<file path="config.mk">
export PLATFORM = sky130hd
export DESIGN_NAME = config_readback_fsm
export DESIGN_NICKNAME = d
export VERILOG_FILES = /design/src/rtl/config_readback_fsm.sv
export SDC_FILE = /design/constraint.sdc
export NUM_CORES = 1
export LEC_CHECK = 0
export CAP_MARGIN = 5
export CORE_AREA = 2 2 167 202
export CTS_CLUSTER_SIZE = 10
export DETAILED_ROUTE_END_ITERATION = 6
export DIE_AREA = 0 0 169 204
export HOLD_SLACK_MARGIN = 0.05
export PLACE_DENSITY = 0.77
export SETUP_SLACK_MARGIN = 0.3
export SYNTH_ARGS = -nofsm -noshare
export SYNTH_HDL_FRONTEND = slang
export SYNTH_SLANG_ARGS = --single-unit
</file>
<file path="constraint.sdc">
create_clock -name clk_i -period 1.5 [get_ports clk_i]
set_input_delay 0.225 -clock clk_i [delete_from_list [all_inputs] [get_ports clk_i]]
set_output_delay 0.225 -clock clk_i [all_outputs]
set_load 0.01 [all_outputs]
</file>
<file path="src/rtl/config_readback_fsm.sv">
// config_readback_fsm
//   Readback engine for the configuration column array. On a start request it
//   reads the array one column at a time, captures that column's Dim rows and
//   streams them out over a valid/ready word interface, row Dim-1 first, in
//   the same order the loader consumed them. The stream can therefore be
//   replayed into the loader unchanged.
//
// Ports
//   clk_i        clock, rising edge
//   rst_ni       asynchronous active-low reset
//   start_i      readback request, honoured only in IDLE and DONE
//   col_rd_en_o  one-hot column read enable (high for one cycle per column)
//   col_data_i   rows of the selected column, valid the cycle after the enable
//   bit_o        readback word
//   bit_v_o      bit_o valid
//   bit_r_i      consumer ready
//   busy_o       high from the SEL cycle through the last transfer
//   done_o       all columns streamed; held until the next start
module config_readback_fsm #(
  parameter int Dim   = 4,
  parameter int Width = 77
) (
  input  logic                        clk_i,
  input  logic                        rst_ni,
  input  logic                        start_i,
  output logic [Dim-1:0]              col_rd_en_o,
  input  logic [Dim-1:0][Width-1:0]   col_data_i,
  output logic [Width-1:0]            bit_o,
  output logic                        bit_v_o,
  input  logic                        bit_r_i,
  output logic                        busy_o,
  output logic                        done_o
);

  localparam int ColW = (Dim > 1) ? $clog2(Dim) : 1;
  localparam int CntW = $clog2(Dim + 1);

  typedef enum logic [2:0] {
    IDLE = 3'd0,
    SEL  = 3'd1,
    CAP  = 3'd2,
    SEND = 3'd3,
    DONE = 3'd4
  } state_e;

  state_e                     state_q, state_d;
  logic [ColW-1:0]            col_q, col_d;
  logic [CntW-1:0]            cnt_q, cnt_d;
  logic [Dim-1:0][Width-1:0]  buf_q, buf_d;

  // Outputs are flops loaded from the next-state decode, so none of them has
  // a combinational path from start_i or bit_r_i, and the async reset forces
  // them low immediately.
  logic [Dim-1:0]             col_rd_en_q, col_rd_en_d;
  logic                       bit_v_q, bit_v_d;
  logic                       busy_q, busy_d;
  logic                       done_q, done_d;

  logic                       fire;

  // bit_v_q is exactly (state_q == SEND), so this is the accepted transfer.
  assign fire = bit_v_q & bit_r_i;

  always_comb begin
    state_d = state_q;
    col_d   = col_q;
    cnt_d   = cnt_q;
    buf_d   = buf_q;

    case (state_q)
      IDLE, DONE: begin
        if (start_i) begin
          state_d = SEL;
          col_d   = '0;
        end
      end
      SEL: begin
        state_d = CAP;
      end
      CAP: begin
        buf_d   = col_data_i;
        cnt_d   = CntW'(Dim);
        state_d = SEND;
      end
      SEND: begin
        if (fire) begin
          // Top row leaves first; everything moves up one slot.
          for (int r = Dim - 1; r > 0; r--) begin
            buf_d[r] = buf_q[r-1];
          end
          buf_d[0] = '0;
          cnt_d    = cnt_q - CntW'(1);
          if (cnt_q == CntW'(1)) begin
            if (col_q == ColW'(Dim - 1)) begin
              state_d = DONE;
            end else begin
              col_d   = col_q + ColW'(1);
              state_d = SEL;
            end
          end
        end
      end
      default: begin
        state_d = IDLE;
      end
    endcase

    col_rd_en_d = '0;
    if (state_d == SEL) begin
      col_rd_en_d[col_d] = 1'b1;
    end
    bit_v_d = (state_d == SEND);
    busy_d  = (state_d == SEL) || (state_d == CAP) || (state_d == SEND);
    done_d  = (state_d == DONE);
  end

  always_ff @(posedge clk_i or negedge rst_ni) begin
    if (!rst_ni) begin
      state_q     <= IDLE;
      col_q       <= '0;
      cnt_q       <= '0;
      buf_q       <= '0;
      col_rd_en_q <= '0;
      bit_v_q     <= 1'b0;
      busy_q      <= 1'b0;
      done_q      <= 1'b0;
    end else begin
      state_q     <= state_d;
      col_q       <= col_d;
      cnt_q       <= cnt_d;
      buf_q       <= buf_d;
      col_rd_en_q <= col_rd_en_d;
      bit_v_q     <= bit_v_d;
      busy_q      <= busy_d;
      done_q      <= done_d;
    end
  end

  assign col_rd_en_o = col_rd_en_q;
  assign bit_o       = buf_q[Dim-1];
  assign bit_v_o     = bit_v_q;
  assign busy_o      = busy_q;
  assign done_o      = done_q;

endmodule

</file>
# Yosys cells after proc, flatten, opt, wreduce, memory -nomap -nowiden
# Cells that the tools add are included.
# W data, S select, Z words.
[op_classes]
reduce_logical = 7
addsub = 2
n_eq_ne = 11
n_mux = 17
bitwise = 1
order_cmp = 2
[op_table]
columns = ["operator", "count"]
rows = [
  ["$pmux W308 S2", 1],
  ["$mux W308", 1],
  ["$mux W3", 5],
  ["$eq A3 B2 Y1 const B", 4],
  ["$pmux W3 S4", 1],
  ["$eq A3 B1 Y1 const B", 3],
  ["$mux W2", 4],
  ["$eq A3 B3 Y1 const B", 2],
  ["$pmux W3 S2", 1],
  ["$mux W4", 1],
  ["$pmux W2 S2", 1],
  ["$logic_not A3 Y1", 1],
  ["$lt A2 B3 Y1 const B", 1],
  ["$sub A3 B1 Y3 const B", 1],
  ["$add A2 B1 Y2 const B", 1],
  ["$demux W1 S2", 1],
  ["$eq A2 B2 Y1 const B", 1],
  ["$ge A2 B1 Y1 const B", 1],
  ["$logic_or A1 B1 Y1", 2],
  ["$ne A2 B2 Y1 const B", 1],
  ["$reduce_and A2 Y1", 1],
  ["$reduce_bool A2 Y1", 1],
  ["$reduce_or A2 Y1", 1],
  ["$and A1 B1 Y1", 1],
  ["other kinds (2)", 2],
]
[word_totals]
register_bits = 323
word_cells = 51
out_inout_bits = 84
inputBits = 312

# Depth between registers and ports, before layout
[depth]
depth_word = 10
mapped_depth = 7
ltp_nobuf = 5

# Worst setup path before layout
# Ideal clock, no wire load.
[synth_path]
path_kind = "flip-flop to flip-flop"
start = "register state_q[2]"
end = "register buf_q[0] (netlist name)"
path_stages_with_launch = 7
arrival_ns = 1.445
required_ns = 1.379
setup_slack_ns = -0.066
synth_period_minus_slack_ns = 1.566
n_path_buf = 3
cell_sequence = "dfrtp_1 > nand2b_2 > buf_2 > a21o_1 > buf_2 > buf_2 > a22o_1"
[synth_via]
elab_chain_cells = 3
word_cells_on_any_way = 6
[synth_lines]
columns = ["item", "line", "rtl"]
rows = [
  ["from (decl)", "46", "state_e state_q, state_d;"],
  ["from (signal assigned)", "128", "state_q <= state_d;"],
  ["$eq A3 B2 Y1", "70", "case (state_q)"],
  ["$ne A2 B2 Y1 (no source line) / $reduce_bool A2 Y1 (equally long branches)", "n/a", ""],
  ["$reduce_and A2 Y1 (no source line)", "n/a", ""],
  ["to (signal assigned)", "131", "buf_q <= buf_d;"],
  ["to (decl)", "49", "logic [Dim-1:0][Width-1:0] buf_q, buf_d;"],
]
# Parallel ways exist; a longest one is shown, timed or not.
# A chain may end at the register's enable or synchronous reset.

# Worst setup path in the final report
[layout_path]
start = "register state_q[0]"
end = "register buf_q[186] (netlist name)"
# The elaborated chain is that of the path after synthesis.

==> results.md <==
- Status: finished, violations left
- Failing checks: setup timing
- Cells after Synth: approximately 1100
- Most frequent cells in the layout: 320 x dfrtp_1, 310 x clkdlybuf4s50_1, 228 x or3_1, 179 x o221a_1, 84 x buf_4
- Boundary Pins: 396
- Fmax: 0.620 GHz
- Syn_nets: approximately 1400
- Max-cap violations: 0
- Final net count: 1807
- Pre-CTS setup slack: -293 ps
- Post-synthesis async set-or-reset flop share: 1.00
- Arrival @ worst endpoint: 2060 ps
- CP Capture Point: buf_q[186]
- Core area: 32700 um^2
- Post-synth EDFFs: 0
- Post-DP HPWL: 28.5 mm
- Power Total: 47200 uW
- CTS tree: built
- Psw: 16100 uW
- Worst-Skew Late Latency: 520 ps
- Max H-tree Level: 2
- CP Max Fanout: 11
- First-pass GRT wire length: 65.6 mm
- Static Leakage: roughly 0.0083 uW
- Int Power: 31000 uW
- 1st-iter DRT viols: ~900
- Final worst-path setup slack: -113 ps
- Per-cell routed wire length: 24.2 um
- Net Sw Frac: 0.342
- Post-Syn Area: 14200 um^2
- Die Ht: 204 um
- R2R Path Start: state_q[0]
- Vias per cell: 6.00
- Sequential power share: 0.343
- RePlAce Congestion: 0.889
- Clock-pin slew on the worst setup and hold paths: 60 ps
- Layout cells sized above 1: 0.230
- Critical path type: reg2reg
- CTS Sinks: 323
- Hold Path Class: in2async
- Peak VDD IR: approximately 0.0011 V
- Largest net degree at the start of global routing: 136
- Synth warnings: 0
- Final hold violations: 0
- Num CTS Buffers: 38
- Aggregate global routing overflow: 0
- R2r endpoint: buf_q[186]
- Cell row count: 73
- CTS root buffer: clkbuf_16
- Final wirelength: approximately 46 mm
- Antenna violations before repair: 6
- Via count: 11500
- Worst R2R Path Depth: 6
- Vias in the first global route: 11400
- R2R setup slack: -110 ps
- CP endpoint kind: flop
- Initial Util: 0.434
- Detail Route Antenna Nets: 0
- Slew Limit Fails: 0
- Clock Power Share: 0.176
- #FFs+latches synth: 323
- PortBufs: 395
- Unique masters post-synth: 35
- Part of the power in combinational logic: 0.481
- Rel. slew slack: 0.672
- Layout Skew: about 14 ps
- Fin crit share: 1.08
- Unrepaired setup endpoints after global routing: yes
- Finish-stage setup viols: between 300 and 400
- Crit path launch type: flop
- Total track usage: 0.242
- Chip width: about 170 um
- Sequential element share of the synthesized area: 0.569
- CTS Buffer Depth: 3
- Most common cell after layout, fill and taps aside: dfrtp_1
- Avg Inst Size Synth: 12.8 um^2
- Number of remaining DRC errors: 0
- Measured slew at the worst slew-check pin: 491 ps
- Synth Flop Type: dfrtp_1
- WP data required: 1940 ps
- TritonRoute pass-1 iters: 5
- Die area: 34500 um^2
- P&R area growth vs syn: 45.1%
- Min Tclk post-route: 1610 ps
- Setup crit start: state_q[0]
- Cell area power density: 2290 nW/um^2
-- state kept, by name, indices dropped and copies added (netlist names) --
name         flops
bit_v_o          1
busy_o           1
buf_q          231
done_o           1
col_q            2
col_rd_en_o      4
state_q          3
bit_o           77
cnt_q            3
-- how the worst min path moves through the flow --
stage / from / to / slack, ps / cells past startpoint
floorplan: rst_ni / bit_o[0] / -70 / 0
global placement: rst_ni / done_o / 110 / 1
detailed placement: rst_ni / col_rd_en_o[3] / 120 / 1
CTS: rst_ni / col_rd_en_o[3] / 180 / 2
global route: rst_ni / col_rd_en_o[2] / 200 / 2
finish: rst_ni / col_rd_en_o[2] / 180 / 2
-- metrics by stage --
| stage | util | setup TNS (ps) | area, um^2 | hold WS, ps | instances |
|---|---|---|---|---|---|
| after floorplan | - | 0 | 14500 | -70.6 | 1106 |
| after global placement | 0.562 | -66430 | 18400 | 112 | 1776 |
| after detailed placement | 0.562 | -68800 | 18400 | 117 | 1776 |
| after CTS | 0.604 | -22000 | 19800 | 179 | 1884 |
| after global routing | 0.630 | -33230 | 20600 | 204 | 1920 |
| final | 0.630 | -19120 | 20600 | 183 | 1921 |
-- cells by family (layout without fill, tap and decap cells) --
kind of cell / after synthesis / in the layout / synth area share
flops: 323 / 323 / 0.569
compound gates: 321 / 321 / 0.237
simple gates: 258 / 258 / 0.113
buf+inv: 201 / 597 / 0.0787
fa+ha+maj: 2 / 2 / 0.00176
mux: 1 / 1 / 0.000705
other cells: 0 / 7 / 0
-- routing by layer --
layer | part of all wire | GRT usage | vias to the layer above
met5 | 0 | 0 | -
met4 | 0.038 | 0.0998 | 0
met3 | 0.059 | 0.0302 | 124
met2 | 0.50 | 0.401 | 505
met1 | 0.40 | 0.323 | 5807
li1 | - | - | 5086
-- Yosys cell counts, types with 3 or more instances --
master | count | area share
inv_1 | 3 | 0.00079
nand3_1 | 3 | 0.0011
o221a_1 | 179 | 0.14
o21ai_0 | 3 | 0.0011
o221a_2 | 52 | 0.041
or3_1 | 231 | 0.10
buf_4 | 78 | 0.041
dfrtp_1 | 323 | 0.57
buf_2 | 50 | 0.018
clkbuf_1 | 67 | 0.018
a22o_1 | 77 | 0.047
a21oi_1 | 3 | 0.0011
nor2_1 | 6 | 0.0016
nand2_1 | 7 | 0.0019
-- area by class of cell --
class                   instances  area, um^2
diodes                          7        17.5
clock buffers                  49        1070
fillers                      2449       12100
inverters                       3        11.3
multi-input cells             582        5260
flip-flops and latches        323        8090
well taps                     412         515
repair buffers                545        5640
-- critical path: stages (launching register included) --
cell and delay, ps:
dfrtp_4 520, buf_4 180, a21oi_4 140, buf_6 170
clkbuf_16 170, clkbuf_16 160, o221a_1 180
-- power by group through the flow --
| stage | combinational, uW | sequential, uW | clock, uW |
|---|---|---|---|
| 3_5_place_dp | 18300 | 16200 | 0 |
| 3_3_place_gp | 17600 | 16000 | 0 |
| 4_1_cts | 19500 | 16100 | 8360 |
| 6_report | 22700 | 16200 | 8290 |
| 5_1_grt | 24100 | 16600 | 8760 |
| 2_1_floorplan | 13900 | 15100 | 0 |
-- what timing repair did --
action / in CTS / in global routing
gates resized for setup: 376 / 40
hold buffers: 1 / 0
endpoints found under the hold margin: 220 / 0
setup buffers: 53 / 5
cloned: 5 / 25
setup endpoints to repair: 407 / 407
pin swaps: 21 / 37
Note: power is estimated with default switching activity, not from simulation.
==> edit: new RTL, same flow settings <==
Change the parameter `Dim` from 4 to 2.
--- a/src/rtl/config_readback_fsm.sv
+++ b/src/rtl/config_readback_fsm.sv
@@ -17,7 +17,7 @@
 //   busy_o       high from the SEL cycle through the last transfer
 //   done_o       all columns streamed; held until the next start
 module config_readback_fsm #(
-  parameter int Dim   = 4,
+  parameter int Dim   = 2,
   parameter int Width = 77
 ) (
   input  logic                        clk_i,
Interface: changed (resized col_data_i and col_rd_en_o); port bits go from 396 to 240. No check against the original RTL was run, so the function may have changed too.
==> edit against the original RTL <==
Wire length shrank 53%. Sequential share of layout area grew 1.1 points. Synthesized area down 49%. Final area shrank 50%. Global-route usage fell by 12 points. Worst setup slack improved by 0.15 ns. Power shrank 54%. Sequential cell count down 158. Highest routed layer unchanged.
==> edit: results (changes against the original RTL) <==
- Sequential area share after synthesis: 0.566 (-0.00332)
- # port buffers: 239 (-39%)
- Place WS: -0.249 ns (+0.0437 ns)
- Tot GR Track Use: 0.125 (-0.116)
- Critical Path Source: state_q[2]
- Number of fill cells: 3,254 (+33%)
- Final Skew: 0.0119 ns (-0.00219 ns)
- Worst R2R Start: state_q[2]
- CP endpoint: bit_o[8]
- DRT met1 WL: 8870 µm (-52%)
- Max IR drop VDD: 0.841 mV (-23%)
- Met3 Resource Use GR: 0.0254 (-0.00484)
- Routability Congestion: 0.760 (-15%)
- Clk_lat worst skew: 0.42 ns (-0.10 ns)
- Most frequent cells after synthesis: dfrtp_1 (165), a22o_1 (77), buf_4 (77), o21bai_1 (77), o221a_1 (77)
- Status: finished clean
- Iter 0 DRT Violations: 408 (-53%)
- Routed length on met2: 11,100 µm (-53%)
- Nets: 894 (-51%)
- CP max stage cell: dfrtp_1
- Leak: 4.48 nW (-46%)
- Vias in the first global route: 5,900 (-48%)
- Cts bufs inserted: 17 (-55%)
- Unique masters post-synth: 29 (-17%)
- Final period utilization: 0.977 (-0.0989)
- Post-Syn Area per Cell: 13.1 µm² (+1.8%)
- CP delay by family, top: flip-flops
- Synthesis Warnings: 0 (unchanged)
- Layout area overhead: 40.1%
- Routed wire length: 21,800 µm (-53%)
- Worst-Margin Slew: 0.328 ns (-0.164 ns)
- Post-Synth Adder-Cell Area: 0.00343 (+0.00167)
- Maximum buffer depth of the clock tree: 2 (-1)
- Top-area cell type share of the netlist area: 0.566 (-0.00332)
- GR Layer Usage met2: 0.208 (-0.193)
- Layout cells sized above 1: 0.224 (-0.00583)
- # placed instances: 1,108 (-38%)
- Mapped Nets: 718 (-49%)
- Post-placement cell area: 9800 µm² (-47%)
- Wire per inst: 18.8 µm (-22%)
- Met3 WL: 1270 µm (-54%)
- Mux cell area share after synthesis: 0 (-0.000705)
- R2R cell count: 5 (-1)
- CTS H-tree lvls: 4 (+2)
edit: cell count changes after synthesis, moves of 5 or more:
cell      change
dfrtp_1     -158
o221a_2      -52
buf_2        -22
nor2_1        -5
clkbuf_1     -50
o221a_1     -102
or3_1       -231
o21bai_1     +77
edit: power by group:
part	switching, mW	total [mW]	internal, mW
combinational	4.42	9.52	5.09
sequential	1.24	7.84	6.59
clock	1.87	4.25	2.39
edit: what timing repair did:
| action | CTS | global route |
|---|---|---|
| setup buffers | 15 | 0 |
| hold endpoints to repair | 165 | 0 |
| hold buffers | 1 | 0 |
| pin swaps | 2 | 2 |
| gates cloned | 2 | 1 |
| gates resized for setup | 342 | 8 |
| setup endpoints to repair | 243 | 233 |
edit: final cells by class:
class | count | share of cell area
sequential | 165 | 0.404
timing repair buffer | 286 | 0.258
multi-input combinational | 259 | 0.231
tap | 412 | 0.0504
clock buffer | 22 | 0.0454
clock inverter | 9 | 0.00918
inverter | 5 | 0.00184
